## src/rtl/alu_4bit_pkg.sv

```systemverilog
// Shared constants for the 4-bit add/subtract ALU.
package alu_4bit_pkg;

  localparam logic OP_ADD = 1'b0;
  localparam logic OP_SUB = 1'b1;
  localparam int   ALU_W  = 4;

endpackage : alu_4bit_pkg

```

## src/rtl/alu_4bit_if.sv

```systemverilog
// Operand/result bundle for alu_4bit: the driver is the master, the ALU is the slave.
interface alu_4bit_if;
  import alu_4bit_pkg::*;

  logic [ALU_W-1:0] a;
  logic [ALU_W-1:0] b;
  logic             operator;
  logic [ALU_W-1:0] s;
  logic             overflow;

  modport master (
    output a,
    output b,
    output operator,
    input  s,
    input  overflow
  );

  modport slave (
    input  a,
    input  b,
    input  operator,
    output s,
    output overflow
  );

endinterface : alu_4bit_if

```

## src/rtl/alu_4bit_full_adder.sv

```systemverilog
// One-bit full adder; the ALU chains these into a ripple-carry adder.
module full_adder (
  input  logic x,
  input  logic y,
  input  logic cin,
  output logic sum,
  output logic cout
);

  assign sum  = x ^ y ^ cin;
  assign cout = (x & y) | (cin & (x ^ y));

endmodule : full_adder

```

## src/rtl/alu_4bit.sv

```systemverilog
// Registered 4-bit add/subtract ALU with signed overflow flag, one-cycle latency.
module alu_4bit
  import alu_4bit_pkg::*;
#(
  parameter int WIDTH = ALU_W
) (
  input  logic       clk,
  input  logic       rst_n,
  alu_4bit_if.slave  bus
);

  logic [WIDTH-1:0] b_x;
  logic [WIDTH:0]   carry;
  logic [WIDTH-1:0] sum;
  logic             ov_d;
  logic [WIDTH-1:0] s_q;
  logic             ov_q;

  // Subtraction is a + ~b + 1: operator both inverts b and supplies the +1 as carry-in.
  assign b_x      = bus.b ^ {WIDTH{bus.operator == OP_SUB}};
  assign carry[0] = (bus.operator == OP_SUB);

  for (genvar gi = 0; gi < WIDTH; gi++) begin : g_chain
    full_adder u_fa (
      .x    (bus.a[gi]),
      .y    (b_x[gi]),
      .cin  (carry[gi]),
      .sum  (sum[gi]),
      .cout (carry[gi+1])
    );
  end

  assign ov_d = carry[WIDTH] ^ carry[WIDTH-1];

  always_ff @(posedge clk or negedge rst_n) begin
    if (!rst_n) begin
      s_q  <= '0;
      ov_q <= 1'b0;
    end else begin
      s_q  <= sum;
      ov_q <= ov_d;
    end
  end

  assign bus.s        = s_q;
  assign bus.overflow = ov_q;

endmodule : alu_4bit

```

## src/flat_wrapper.sv

```systemverilog
// flat-port wrapper written by rule: the top's interface ports become plain ports
module alu_4bit_flat import alu_4bit_pkg::*;
#(
  parameter int WIDTH = ALU_W
)
  (clk, rst_n, bus_a, bus_b, bus_operator, bus_s, bus_overflow);
  alu_4bit_if bus_i ();
  input  logic clk;
  input  logic rst_n;
  input wire logic [$bits(bus_i.a)-1:0] bus_a;
  input wire logic [$bits(bus_i.b)-1:0] bus_b;
  input wire logic [$bits(bus_i.operator)-1:0] bus_operator;
  output wire logic [$bits(bus_i.s)-1:0] bus_s;
  output wire logic [$bits(bus_i.overflow)-1:0] bus_overflow;
  assign bus_i.a = bus_a;
  assign bus_i.b = bus_b;
  assign bus_i.operator = bus_operator;
  assign bus_s = bus_i.s;
  assign bus_overflow = bus_i.overflow;
  alu_4bit #(.WIDTH(WIDTH)) u_core (.clk(clk), .rst_n(rst_n), .bus(bus_i));
endmodule
```

## config.mk

```make
export PLATFORM = sky130hd
export DESIGN_NAME = alu_4bit_flat
export DESIGN_NICKNAME = d
export VERILOG_FILES = /design/src/rtl/alu_4bit_pkg.sv /design/src/rtl/alu_4bit_if.sv /design/src/rtl/alu_4bit_full_adder.sv /design/src/rtl/alu_4bit.sv /design/src/flat_wrapper.sv
export SDC_FILE = /design/constraint.sdc
export NUM_CORES = 1
export LEC_CHECK = 0
export ABC_AREA = 0
export CAP_MARGIN = 20
export CORE_AREA = 2 2 39 41
export DETAILED_ROUTE_END_ITERATION = 16
export DIE_AREA = 0 0 41 43
export HOLD_SLACK_MARGIN = 0.15
export PLACE_DENSITY = 0.54
export SKIP_CTS_REPAIR_TIMING = 1
export SKIP_LAST_GASP = 1
export SLEW_MARGIN = 15
export SYNTH_ARGS = -nofsm -noshare
export SYNTH_HDL_FRONTEND = slang
export SYNTH_HIERARCHICAL = 1
export SYNTH_SLANG_ARGS = --single-unit
```

## constraint.sdc

```tcl
create_clock -name clk -period 0.95 [get_ports clk]
set_clock_uncertainty 0.15 [all_clocks]
set_input_delay 0.19 -clock clk [delete_from_list [all_inputs] [get_ports clk]]
set_output_delay 0.19 -clock clk [all_outputs]
set_load 0.05 [all_outputs]
```

==> results.tsv, run 1 <==
metric	value	unit
outcome	finished with violations	
violated checks	negative setup slack	
Worst EP arrival	2.09	ns
Area Growth Syn to Fin	113.1	%
fmax	0.4715	GHz
Rows	14	
Non-Filler Instances	51	
CP cell instances	buf_8 > xor2_2 > fa_2 > fa_2 > fa_2 > fa_2 > xor2_1	
DR iter-0 viols	1	
Starting Density	17.99	%
initial antenna violation count	0	
Final Hold Viols	0	
Area contributors post-synth	dfrtp_1 (50%), fa_1 (32%), xor2_1 (18%)	
Clock Pin Slew Worst Setup and Hold Paths	0.04	ns
nature of the critical path endpoint	flip-flop	
io pins	16	
Synth area leader	dfrtp_1	
nets	51	
Via Count	184	
Pre-antenna DRT Iters	2	
Synth Area per Inst	17.78	um^2
CP bufs+invs	1	
Crit path depth	7	
RSZ-0062 raised after global routing	true	
M1 WL	135	um
Final Max Slew Viols	0	
largest net degree at the start of global routing	6	
vias per inst	3.608	
CTS sink count	5	
Startpoint Class	input pin	
DR WL/cell	9.353	um
routed wl met3	65	um
Netlist cell types	3	
placed insts	47	
Die H	43	um
PwrDens	2146	nW/um^2
H-tree levels	1	
Longest Clk Path Bufs	2	
top-area cell type share of the netlist area	50.25	%
vias in the first global route	195	
most used cell, CP	fa_2	
syn_nets	29	
Critical Path Max Stage Delay	0.39	ns
crit-path max FO	2	
min cycle time layout	2.121	ns
setup_tns	-4.392	ns
Largest delay share family, worst path	adder cells	
Tcrit/Tclk final	223.3	%
worst-margin pin slew	0.2348	ns
first-pass GRT wire length	724	um
Seq cells post-synth	5	
uppermost layer routed	met3	
Post-synth top flop	dfrtp_1	
Die Width	41	um
relative slew slack	84.29	%
Synth Instances	14	
max_cap viols	0	
layout cells sized above 1	48.57	%
Placer Congestion	0.6033	
met2 WL post-DR	275	um
CTS tree	built	
WS Path Type	input pin to flip-flop	
number of flops mapped to enable cells by yosys	0	
grt ovf	0	
die area	1763	um^2
Inserted Clock Buffers	3	
CTS root buf	clkbuf_4	
Synth top cells by count	dfrtp_1 (5), xor2_1 (5), fa_1 (4)	
P_leak	0.2305	nW
sequential area share after synthesis	50.25	%
Post-Route Utilization	38.34	%
Post-DRT Antenna Nets	0	
port bufs	15	
Slowest cell on crit path	fa_2	
Routed WL	477	um
min-delay worst type	input pin to async pin	
ANT cells	0	
VDD IR max	0.0005620	V
ys async rst share	100.0	%
YS warnings	6	
worst setup margin	-1.171	ns
total track usage	6.795	%
Final Setup Violations	10	
DR DRC count	0	
Worst EP required	0.92	ns
Synth Cell Area	249.0	um^2
Core ar.	1384	um^2
-- kinds of logic (layout without fill, tap and decap cells) --
group                    Yosys count  in the layout  share of synthesized area (%)
XOR/XNOR                           5              5                          17.59
flip-flops                         5              5                          50.25
adder cells (fa/ha/maj)            4              4                          32.16
buffers and inverters              0             21                              0
-- how the worst max path moves through the flow --
| stage | start | endpoint | slack [ns] |
|---|---|---|---|
| final | bus_operator | u_core/bus.overflow | -1.17 |
| after CTS | bus_operator | u_core/bus.overflow | -1.52 |
| after global routing | bus_operator | u_core/bus.overflow | -1.19 |
| after detailed placement | bus_operator | u_core/bus.overflow | -1.78 |
| after floorplan | bus_b[0] | u_core/bus.overflow | -1.23 |
| after global placement | bus_operator | u_core/bus.overflow | -1.74 |
-- per-stage QoR --
| step | instance area, um^2 | hold WS [ns] | setup WS (ns) | total power, W |
|---|---|---|---|---|
| 2_1_floorplan | 259.0 | -0.2556 | -1.231 | 0.0005585 |
| 3_3_place_gp | 494.2 | 0.2669 | -1.738 | 0.0008964 |
| 3_5_place_dp | 494.2 | 0.2725 | -1.778 | 0.0009151 |
| 4_1_cts | 520.5 | 0.01387 | -1.519 | 0.001163 |
| 5_1_grt | 530.5 | 0.02937 | -1.191 | 0.001207 |
| 6_report | 530.5 | 0.01604 | -1.171 | 0.001138 |
-- cell type report --
| cell class | instances | area, um^2 |
|---|---|---|
| Fill cell | 135 | 853.3 |
| Tap cell | 16 | 20.02 |
| Clock buffer | 4 | 26.28 |
| Timing Repair Buffer | 17 | 217.7 |
| Sequential cell | 5 | 125.1 |
| Multi-Input combinational cell | 9 | 141.4 |
-- sequential cells by signal, summed over array words and instances, names as in the netlist --
| register | flops |
|---|---|
| u_core/bus.overflow | 1 |
| u_core/bus.s | 4 |
-- cells in the final DEF, fill, tap and decap left out --
master	instances
buf_12	5
xor2_1	4
clkbuf_1	1
fa_2	4
buf_8	1
clkbuf_2	1
xor2_2	1
dlymetal6s2s_1	1
buf_4	2
clkdlybuf4s50_1	7
dfrtp_1	5
clkbuf_4	3
-- metal layers --
metal	vias up	global-route usage, %
met2	15	10.63
li1	83	-
met5	-	0
met4	0	6.000
met3	0	3.665
met1	86	5.648
-- power breakdown --
| group | leakage (nW) | internal, W | switching, W | total (W) |
|---|---|---|---|---|
| clock network | 0.0150 | 0.000158 | 0.0000796 | 0.000238 |
| registers | 0.0583 | 0.000271 | 0.0000447 | 0.000315 |
| logic | 0.157 | 0.000299 | 0.000287 | 0.000585 |
| total | 0.230 | 0.000728 | 0.000411 | 0.00114 |
Power figures use the tool's default switching activity.
==> run 2: changes to the inputs <==
--- a/config.mk
+++ b/config.mk
@@ -10,7 +10,7 @@
 export CORE_AREA = 2 2 39 41
 export DETAILED_ROUTE_END_ITERATION = 16
 export DIE_AREA = 0 0 41 43
-export HOLD_SLACK_MARGIN = 0.15
+export HOLD_SLACK_MARGIN = 0.06
 export PLACE_DENSITY = 0.54
 export SKIP_CTS_REPAIR_TIMING = 1
 export SKIP_LAST_GASP = 1
==> results of run 2 <==
The final DEF is identical to that of run 1; final timing and power are the same.
==> run 3: changes to the inputs <==
--- a/config.mk
+++ b/config.mk
@@ -5,16 +5,16 @@
 export SDC_FILE = /design/constraint.sdc
 export NUM_CORES = 1
 export LEC_CHECK = 0
-export ABC_AREA = 0
+export ABC_AREA = 1
 export CAP_MARGIN = 20
 export CORE_AREA = 2 2 39 41
 export DETAILED_ROUTE_END_ITERATION = 16
 export DIE_AREA = 0 0 41 43
 export HOLD_SLACK_MARGIN = 0.06
-export PLACE_DENSITY = 0.54
+export PLACE_DENSITY = 0.57
 export SKIP_CTS_REPAIR_TIMING = 1
 export SKIP_LAST_GASP = 1
-export SLEW_MARGIN = 15
+export SLEW_MARGIN = 20
 export SYNTH_ARGS = -nofsm -noshare
 export SYNTH_HDL_FRONTEND = slang
 export SYNTH_HIERARCHICAL = 1
==> results.tsv, run 3 <==
metric	value	unit
DR WL/cell	8.324	um
Slowest cell on crit path	fa_2	
worst setup margin	-1.198	ns
min cycle time layout	2.148	ns
VDD IR max	0.0004214	V
relative slew slack	84.87	%
ANT cells	0	
total track usage	8.207	%
fmax	0.4655	GHz
Die H	43	um
Rows	14	
most common cell after layout, fill and taps aside	nand2_1	
Power, Total	0.001068	W
H-tree levels	1	
Final Hold Viols	0	
number of flops mapped to enable cells by yosys	0	
Routed WL	591	um
Pre-antenna DRT Iters	2	
crit-path max FO	4	
first-pass GRT wire length	903	um
top-area cell type share of the netlist area	43.48	%
Via Count	268	
hpwl dp	490.3	um
Die Width	41	um
Setup WS pre-CTS	-1.876	ns
Synth Area per Inst	9.283	um^2
Starting Density	20.80	%
Final Max Slew Viols	0	
max_cap viols	0	
Post-synth top flop	dfrtp_1	
Synth area leader	dfrtp_1	
WS Path Type	input pin to flip-flop	
Seq cells post-synth	5	
Synth Cell Area	287.8	um^2
nature of the critical path endpoint	flip-flop	
Netlist cell types	5	
Critical Path Max Stage Delay	0.38	ns
Final Setup Violations	10	
Area Growth Syn to Fin	115.7	%
CP cell instances	buf_6 > buf_8 > nand2_2 > nand2_2 > fa_2 > fa_2 > fa_2 > fa_2 > nand2_1 > nand2_1	
Worst EP arrival	2.13	ns
RSZ-0062 raised after global routing	true	
Longest Clk Path Bufs	2	
largest net degree at the start of global routing	6	
violated checks	negative setup slack	
port bufs	15	
Synth top cells by count	nand2_1 (15), inv_1 (6), dfrtp_1 (5)	
Clock Pin Slew Worst Setup and Hold Paths	0.05	ns
Inserted Clock Buffers	3	
P_leak	0.3140	nW
CTS sink count	5	
Post-DRT Antenna Nets	0	
CTS tree	built	
sequential area share after synthesis	43.48	%
vias per inst	3.775	
vias in the first global route	256	
placed insts	65	
CTS root buf	clkbuf_4	
PwrDens	1721	nW/um^2
Area contributors post-synth	dfrtp_1 (43%), fa_1 (28%), nand2_1 (20%)	
Post-Route Utilization	44.85	%
outcome	finished with violations	
Synth Instances	31	
most frequent cells in the layout	nand2_1 (11), clkdlybuf4s50_1 (7), buf_12 (5), dfrtp_1 (5)	
DR DRC count	0	
nets	71	
syn_nets	46	
most used cell, CP	fa_2	
io pins	16	
Tcrit/Tclk final	226.2	%
YS warnings	6	
initial antenna violation count	0	
grt ovf	0	
worst-margin pin slew	0.2262	ns
Largest delay share family, worst path	adder cells	
Placer Congestion	0.6953	
Non-Filler Instances	71	
DR iter-0 viols	2	
Worst EP required	0.93	ns
Startpoint Class	input pin	
CP bufs+invs	2	
min-delay worst type	input pin to async pin	
count leader, synth	nand2_1	
Core ar.	1384	um^2
ys async rst share	100.0	%
layout cells sized above 1	45.45	%
max reg flops	4	
die area	1763	um^2
## run 3: cell count changes after synthesis, sizes merged
| cell | before | now |
|---|---|---|
| inv | 0 | 7 |
| nand2 | 0 | 15 |
| xor2 | 5 | 0 |
## run 3: per-stage QoR
step           TNS [ns]  hold slack, ns  cell area, um^2
2_1_floorplan    -3.592         -0.2556            315.3
3_3_place_gp     -6.990          0.2709            558.0
3_5_place_dp     -7.091          0.2773            558.0
4_1_cts          -6.726         0.01117            584.3
5_1_grt          -4.843         0.02958            620.6
6_report         -4.599         0.01216            620.6
## run 3: path summary, 6_finish.rpt
kind,from,end,slack (ns),cells past startpoint
setup / recovery,bus_operator,u_core/bus.overflow,-1.20,10
hold / removal,rst_n,u_core/bus.s[1],0.01,1
min in group clk,bus_a[0],u_core/bus.s[0],0.14,2
max in group asynchronous,rst_n,u_core/bus.s[2],0.44,1
## run 3: layer usage
| layer | track usage [%] | vias to the layer above | share of wire, % |
|---|---|---|---|
| met5 | 0 | - | 0 |
| met4 | 10.00 | 0 | 4.7 |
| met3 | 2.094 | 3 | 12 |
| met2 | 11.88 | 15 | 47 |
| met1 | 7.947 | 115 | 36 |
| li1 | - | 135 | - |
## run 3: logic make-up after synthesis
kind of cell	Yosys count	share of synthesized area, %
adders and majority gates	4	27.83
buffers and inverters	7	9.129
DFF	5	43.48
and+or+nand+nor	15	19.56
## run 3: power breakdown
part | total, W | switching (W) | internal [W] | leakage [nW]
clock | 0.000249 | 0.0000899 | 0.000159 | 0.0150
combinational | 0.000524 | 0.000255 | 0.000269 | 0.240
sequential | 0.000295 | 0.0000358 | 0.000259 | 0.0586
## run 3: layout make-up
class | count | area (um^2)
multi-input combinational | 19 | 156.4
inverter | 7 | 41.29
clock buffer | 4 | 26.28
fill | 135 | 763.2
tap | 16 | 20.02
timing repair buffer | 20 | 251.5
sequential | 5 | 125.1
